File: src/rtl/trace_commit_arbiter_pkg.sv
// Shared types for the commit-trace path: CPU retire-slot bus, trace record and arbiter state.
package trace_commit_arbiter_pkg;

  typedef struct packed {
    logic        valid;
    logic [31:0] pc;
    logic [3:0]  wstrb;
    logic [4:0]  dest;
    logic [31:0] wdata;
  } debug_bus_t;

  typedef struct packed {
    logic [31:0] seq;
    logic [31:0] pc;
    logic [4:0]  dest;
    logic [31:0] wdata;
  } trace_rec_t;

  typedef enum logic [1:0] {
    ST_RUN   = 2'd0,
    ST_DRAIN = 2'd1,
    ST_DONE  = 2'd2
  } trace_arb_state_e;

  // Bytes whose strobe is clear are reported as zero so traces compare byte-exact.
  function automatic logic [31:0] mask_wdata(input logic [31:0] wdata, input logic [3:0] wstrb);
    logic [31:0] m;
    for (int i = 0; i < 4; i++) begin
      m[8*i +: 8] = wstrb[i] ? wdata[8*i +: 8] : 8'h00;
    end
    return m;
  endfunction

endpackage

File: src/rtl/trace_fifo.sv
// Record FIFO with two ordered write ports (port 0 is older) and one read port.
module trace_fifo
  import trace_commit_arbiter_pkg::*;
#(
  parameter int DEPTH = 8,
  localparam int AW = $clog2(DEPTH),
  localparam int CW = AW + 1
) (
  input  logic          clk,
  input  logic          reset,
  input  logic          wr0_en,
  input  trace_rec_t    wr0_data,
  input  logic          wr1_en,
  input  trace_rec_t    wr1_data,
  input  logic          rd_en,
  output trace_rec_t    rd_data,
  output logic [CW-1:0] count
);

  logic [AW-1:0] wr_ptr_q, wr_ptr_d;
  logic [AW-1:0] rd_ptr_q, rd_ptr_d;
  logic [AW-1:0] wr1_addr;
  logic [CW-1:0] count_q, count_d;
  trace_rec_t    mem_q [DEPTH];

  always_comb begin
    wr1_addr = wr_ptr_q + AW'(wr0_en);
    wr_ptr_d = wr_ptr_q + AW'(wr0_en) + AW'(wr1_en);
    rd_ptr_d = rd_ptr_q + AW'(rd_en);
    count_d  = count_q + CW'(wr0_en) + CW'(wr1_en) - CW'(rd_en);
  end

  always_ff @(posedge clk) begin
    if (reset) begin
      wr_ptr_q <= '0;
      rd_ptr_q <= '0;
      count_q  <= '0;
    end else begin
      wr_ptr_q <= wr_ptr_d;
      rd_ptr_q <= rd_ptr_d;
      count_q  <= count_d;
    end
  end

  // NOTE: storage is deliberately not reset; count gates every read, so stale entries are never observed.
  always_ff @(posedge clk) begin
    if (wr0_en) mem_q[wr_ptr_q] <= wr0_data;
    if (wr1_en) mem_q[wr1_addr] <= wr1_data;
  end

  assign rd_data = mem_q[rd_ptr_q];
  assign count   = count_q;

endmodule

File: src/rtl/trace_commit_arbiter.sv
// Captures retiring register writes from two commit slots into an ordered trace FIFO,
// drops and counts records on overflow, and drains to DONE once the end PC retires.
module trace_commit_arbiter
  import trace_commit_arbiter_pkg::*;
#(
  parameter int          DEPTH  = 8,
  parameter logic [31:0] END_PC = 32'hbfc00100
) (
  input  logic       clk,
  input  logic       reset,
  input  logic       trace_en,
  input  debug_bus_t debug_bus1,
  input  debug_bus_t debug_bus2,
  output logic       stall,
  output logic       rec_valid,
  input  logic       rec_ready,
  output trace_rec_t rec,
  output logic [7:0] overflow_cnt,
  output logic       done
);

  localparam int CW = $clog2(DEPTH) + 1;

  trace_arb_state_e state_q, state_d;
  logic [31:0]      seq_q, seq_d;
  logic [7:0]       ovf_q, ovf_d;
  logic [CW-1:0]    count, free;
  logic             run, end1, end2, q1, q2, wr0_en, wr1_en, pop;
  logic [1:0]       n_qual, n_enq, n_drop;
  logic [8:0]       ovf_sum;
  trace_rec_t       rec1, rec2, wr0_data;

  assign rec_valid = (count != '0);
  assign pop       = rec_valid && rec_ready;

  always_comb begin
    run  = (state_q == ST_RUN);
    end1 = debug_bus1.valid && (debug_bus1.pc == END_PC);
    end2 = debug_bus2.valid && (debug_bus2.pc == END_PC);
    q1   = run && trace_en && debug_bus1.valid && (debug_bus1.wstrb != 4'h0) && (debug_bus1.dest != 5'd0);
    // Slot 2 is younger than an end-PC slot 1, so it lies past the end of the test.
    q2   = run && trace_en && debug_bus2.valid && (debug_bus2.wstrb != 4'h0) && (debug_bus2.dest != 5'd0) && !end1;

    free  = CW'(DEPTH) - count;
    stall = run && (free < CW'(2));

    wr0_en = (q1 || q2) && (free != '0);
    wr1_en = q1 && q2 && (free >= CW'(2));

    rec1 = '{seq: seq_q, pc: debug_bus1.pc, dest: debug_bus1.dest,
             wdata: mask_wdata(debug_bus1.wdata, debug_bus1.wstrb)};
    rec2 = '{seq: seq_q + 32'(q1), pc: debug_bus2.pc, dest: debug_bus2.dest,
             wdata: mask_wdata(debug_bus2.wdata, debug_bus2.wstrb)};
    wr0_data = q1 ? rec1 : rec2;

    n_qual = {1'b0, q1} + {1'b0, q2};
    n_enq  = {1'b0, wr0_en} + {1'b0, wr1_en};
    n_drop = n_qual - n_enq;
    seq_d  = seq_q + 32'(n_enq);

    ovf_sum = {1'b0, ovf_q} + 9'(n_drop);
    ovf_d   = ovf_sum[8] ? 8'hff : ovf_sum[7:0];

    state_d = state_q;
    case (state_q)
      ST_RUN:   if (end1 || end2) state_d = ST_DRAIN;
      ST_DRAIN: if ((count == '0) || ((count == CW'(1)) && pop)) state_d = ST_DONE;
      ST_DONE:  state_d = ST_DONE;
      default:  state_d = ST_RUN;
    endcase
  end

  // NOTE: sequential state uses non-blocking assignments only; all next-state math lives in always_comb.
  always_ff @(posedge clk) begin
    if (reset) begin
      state_q <= ST_RUN;
      seq_q   <= '0;
      ovf_q   <= '0;
    end else begin
      state_q <= state_d;
      seq_q   <= seq_d;
      ovf_q   <= ovf_d;
    end
  end

  trace_fifo #(.DEPTH(DEPTH)) u_fifo (
    .clk      (clk),
    .reset    (reset),
    .wr0_en   (wr0_en),
    .wr0_data (wr0_data),
    .wr1_en   (wr1_en),
    .wr1_data (rec2),
    .rd_en    (pop),
    .rd_data  (rec),
    .count    (count)
  );

  assign overflow_cnt = ovf_q;
  assign done         = (state_q == ST_DONE);

endmodule
File: config.mk
export PLATFORM = sky130hd
export DESIGN_NAME = trace_commit_arbiter
export DESIGN_NICKNAME = d
export VERILOG_FILES = /design/src/rtl/trace_commit_arbiter_pkg.sv /design/src/rtl/trace_fifo.sv /design/src/rtl/trace_commit_arbiter.sv
export SDC_FILE = /design/constraint.sdc
export NUM_CORES = 2
export LEC_CHECK = 0
export ABC_CLOCK_PERIOD_IN_PS = 11100
export CORE_MARGIN = 4
export CORE_UTILIZATION = 35
export DETAILED_ROUTE_END_ITERATION = 8
export GPL_TIMING_DRIVEN = 0
export PLACE_DENSITY_LB_ADDON = 0.08
export SLEW_MARGIN = 30
export SYNTH_ARGS = -nofsm -noshare
export SYNTH_HDL_FRONTEND = slang
export SYNTH_SLANG_ARGS = --single-unit
File: constraint.sdc
create_clock -name clk -period 11.1 [get_ports clk]
set_input_delay 2.22 -clock clk [delete_from_list [all_inputs] [get_ports clk]]
set_output_delay 2.22 -clock clk [all_outputs]
set_load 0.02 [all_outputs]
### Word level (Yosys, flattened, before mapping)

Memories as Yosys holds them, arrays and structs flattened. A register that Yosys moved wholly into a read port is not among the register bits.
Index checks and enable logic that the tools add are counted.

* input bits: 152
* flip-flop bits (word level): 52
* word-level logic and storage cells: 76
* latch bits: 0
* memory bits (writable): 808
* memories: 1
* bits in read-only memories: 0

* bitwise logic cells: 0
* $lt $le $gt $ge: 2
* divide/modulo/power cells: 0
* multiply operators: 0
* shifts and indexed selects: 0
* multiplexer cells: 18
* $add $sub $neg: 13
* reductions and logical operators: 29
* eq/ne operators: 7

Memories
* u_fifo.mem_q: words 8, width 101, rd ports 1, clocked after memory_dff 1, wr ports 2, line trace_fifo.sv:24 `trace_rec_t mem_q [DEPTH];`

Operator list (count)
* $mux W101: 1
* $mux W8: 9
* $eq A32 B32 Y1 const B: 2
* $add A32 B1 Y32: 1
* $add A32 B2 Y32: 1
* $logic_and A1 B1 Y1: 16
* $reduce_bool A4 Y1: 4
* $reduce_bool A5 Y1: 2
* $add A3 B1 Y3: 3
* $add A8 B2 Y9: 1
* $add A4 B1 Y4: 2
* $pmux W2 S3: 1
* $add A1 B1 Y2: 2
* $eq A4 B1 Y1 const B: 1
* $ge A4 B2 Y1 const B: 1
* $logic_not A4 Y1: 1
* $lt A4 B2 Y1 const B: 1
* $mux W1: 4
* $mux W2: 2
* $sub A4 B1 Y4: 1
* $sub A4 B4 Y4 const A: 1
* $logic_or A1 B1 Y1: 3
* $mux W3: 1
* $eq A2 B1 Y1 const B: 1
* 7 further kinds: 7

### Depth between registers and ports, before layout

* depth in word-level cells: 12
* depth in mapped cells: 18
* gate-level depth less buffers: 16

### Modules after synthesis

Synthesis repeated with hierarchy kept, for this count alone.

* cells, all modules: 2860
* area total of the unflattened synthesis: 45055.7 um^2

Modules (own cells, without submodules)
* trace_fifo: cells an instance 2140, instances 1, sequential area each 24463.5 um^2, area each 40400.0 um^2
* trace_commit_arbiter: cells an instance 720, instances 1, sequential area each 840.8 um^2, area each 4655.7 um^2

### Worst setup path before layout

Ideal clock, no wire load.

* path kind: input port to flip-flop
* start point: in debug_bus1[38] in the netlist's numbering
* end point: mem u_fifo.mem_q[7][0] in the netlist's numbering (enable)
* path buffers: 2
* data arrival time: 10.728 ns
* path slack: -0.328 ns
* stages on the path: 6
* setup time: 0.700 ns
* required time: 10.400 ns
* cells stage by stage: clkbuf_2 nor4_1 a211oi_4 buf_2 o21bai_1 o21ai_0

RTL lines
* from (decl): line trace_commit_arbiter.sv:12 `input debug_bus_t debug_bus1,`
* to (decl): line trace_fifo.sv:24

==> flow_summary.yaml <==
floorplan:
  start_util_pct: 35.3
  io_pins: 264
  dieArea_um2: 131000
  core_region_area_um2: 124000
  fp-row-count: 129
  die_x_um: 361
  die_y_um: 361
critical_path:
  start_kind: "input pin"
  required_ns: 11.51
  arrival_ns: 9.57
  crit_path_max_fanout: 10
  worstSetupPathType: "in2reg"
  critPathCaptureType: "register"
synthesis:
  synth.top_cells.by_count: "edfxtp_1 (808), nand2_1 (431), mux2_2 (419)"
  yosysMostFrequentCell: "edfxtp_1"
  netlist_top_cells_area: "edfxtp_1 (55%), mux2_2 (11%), mux4_2 (10%), nand2_1 (3.7%), xnor2_1 (3.7%)"
  yosysWarnings: 0
  avgSynthCellArea_um2: 14.1
  ys_ff_latch: 860
  syn_nets: 3279
  synth_cells: 3096
  yosysTopAreaCellShare_pct: 55.5
  yosysSeqAreaShare_pct: 57.9
  ys_types: 57
  ys_async_sr_fraction_pct: 0
  synth_area_leader_cell: "edfxtp_1"
  synth_flop_cell: "edfxtp_1"
  synth_area_um2: 43700
  synth_edf_count: 808
global_route:
  grt_max_degree: 19
  grt_pass1_vias: 29500
  grt_usage_pct: 21.9
  antenna_found_initial: 8
  grt-ovfl-total: 0
  grt_pass1_wl_um: 208000
timing:
  fmax_mhz: 109
  setup_ws_ns: 1.94
  rsz0062_at_grt: "no"
  hold_viol_final: 0
  finalCriticalPeriod_ns: 9.16
  maxSlewViolCount: 0
  skew_ns: 0.0252
  tightest_slew_ns: 1.04
  max_slew_margin_pct: 30.8
  fin_crit_sh_pct: 82.6
  finalSetupViolCount: 0
layout:
  drive_above_1_share_pct: 28.0
  nets: 3712
  finalNonFillerCells: 5256
  synthToLayoutAreaGrowth_pct: 22.5
clock_network:
  cts_root_buffer: "clkbuf_16"
  numCtsBuffers: 103
  clock_path_buffers: 3
  cts_resized: 0
  clock_latency_ns: 0.70
  hold_buffers: 0
  tritoncts: "built"
  post_cts_buffers: 0
  clock_sinks: 860
  clkTransAtPathRegs_ns: 0.06
  htree_num_levels: 3
route:
  remaining_drc_errors: 0
  dr.pass1.iters: 6
  routed_wl_um: 146000
  first_iter_violations: 2325
  via_per_inst: 5.41
  post_drt_wl_per_cell_um: 27.7
  vias: 28400
  ant_nets: 0
power_and_ir_drop:
  peakVddDrop_uv: 121
  p_per_area_nw_per_um2: 198
  power_leakage_nw: 17.2
flow_run:
  drv_cap: 0
hold_path:
  hp-class: "reg2reg"
place:
  place_congestion: 0.801
  place_inst: 5061
  post-place-ws_ns: 1.23
  hpwl_um: 101000
  io_buffers: 251
status:
  status: "finished clean"
[where the power goes]
group	leakage, nW	switching (mW)	internal [mW]
sequential	7.65	0.0808	3.91
combinational	7.96	1.77	1.56
clock	1.58	1.39	1.88
total	17.2	3.24	7.36
[final timing paths]
path	from	end	slack, ns	cells past startpoint
setup / recovery	debug_bus1[55]	u_fifo.mem_q[4][3]	1.94	17
setup reg to reg	u_fifo.count[1]	u_fifo.mem_q[4][3]	4.52	15
hold / removal	overflow_cnt[7]	overflow_cnt[7]	0.54	2
hold reg to reg	overflow_cnt[7]	overflow_cnt[7]	0.54	2
[flip-flops by register name, summed over array words and instances (netlist names)]
name and count:
u_fifo.mem_q 808, seq_q 32, overflow_cnt 8, u_fifo.count 4, u_fifo.rd_ptr_q 3, u_fifo.wr_ptr_q 3
state_q 2
[cell usage in the layout, fill, tap and decap left out, types with 29 or more instances in the layout]
master           count
nand2_1            431
clkbuf_16          104
and2_1              34
o21ai_0            245
buf_2              100
mux4_2             202
nand3_1             53
mux2i_1             58
dfxtp_1             52
xor2_1              34
xnor2_1            183
nor2_1              71
edfxtp_1           808
clkdlybuf4s50_1    251
mux2_2             419
buf_16              59
a21oi_1             29
clkbuf_1           131
[critical path, cell delays in order]
cell	delay, ns
clkdlybuf4s50_1	0.67
or4_1	0.61
nor4_1	0.55
and4_1	0.36
buf_2	0.22
buf_4	0.27
nor2_1	0.11
o21bai_2	0.78
inv_1	0.27
ha_1	0.27
ha_1	0.30
buf_1	0.30
or3_1	0.52
o31ai_4	0.79
buf_2	0.51
clkbuf_1	0.61
o21ai_0	0.19
[logic make-up (layout without fill, tap and decap cells)]
family / after synthesis / in the layout / synth area share (%)
XOR/XNOR: 217 / 217 / 4.35
flip-flops: 860 / 860 / 57.9
other: 0 / 4 / 0
AO/OA/AOI/OAI: 318 / 318 / 4.10
AND/OR/NAND/NOR: 715 / 715 / 7.38
adder cells (fa/ha/maj): 31 / 31 / 0.956
multiplexers: 681 / 681 / 22.6
buffers and inverters: 274 / 793 / 2.77
[layer usage]
| layer | wire length, um | up-vias | GRT usage, % |
|---|---|---|---|
| li1 | - | 12500 | - |
| met1 | 62200 | 14700 | 29.5 |
| met2 | 71600 | 1001 | 37.1 |
| met3 | 7960 | 205 | 3.21 |
| met4 | 4000 | 0 | 6.17 |
| met5 | 0 | - | 0 |
[final cells by class]
cell class / instances / area, um^2
fillers: 11300 / 70400
clock inverters: 60 / 490
well taps: 1637 / 2050
flip-flops and latches: 860 / 25300
diodes: 4 / 10.0
clock buffers: 131 / 2730
repair buffers: 328 / 4390
inverters: 14 / 52.6
multi-input cells: 1962 / 17300
plain buffers: 260 / 1190
[per-stage QoR]
stage / hold WS [ns] / area, um^2 / util (%) / total power, mW / setup TNS (ns)
3_5_place_dp: 0.520 / 50300 / 40.6 / 7.45 / 0
3_3_place_gp: 0.507 / 48300 / 38.9 / 7.35 / -5383.67
5_1_grt: 0.566 / 53500 / 43.2 / 11.0 / 0
2_1_floorplan: 0.490 / 43700 / - / 5.95 / -66.23
4_1_cts: 0.536 / 53500 / 43.2 / 10.7 / 0
6_report: 0.537 / 53500 / 43.2 / 10.6 / 0
(Power assumes the default switching activity.)
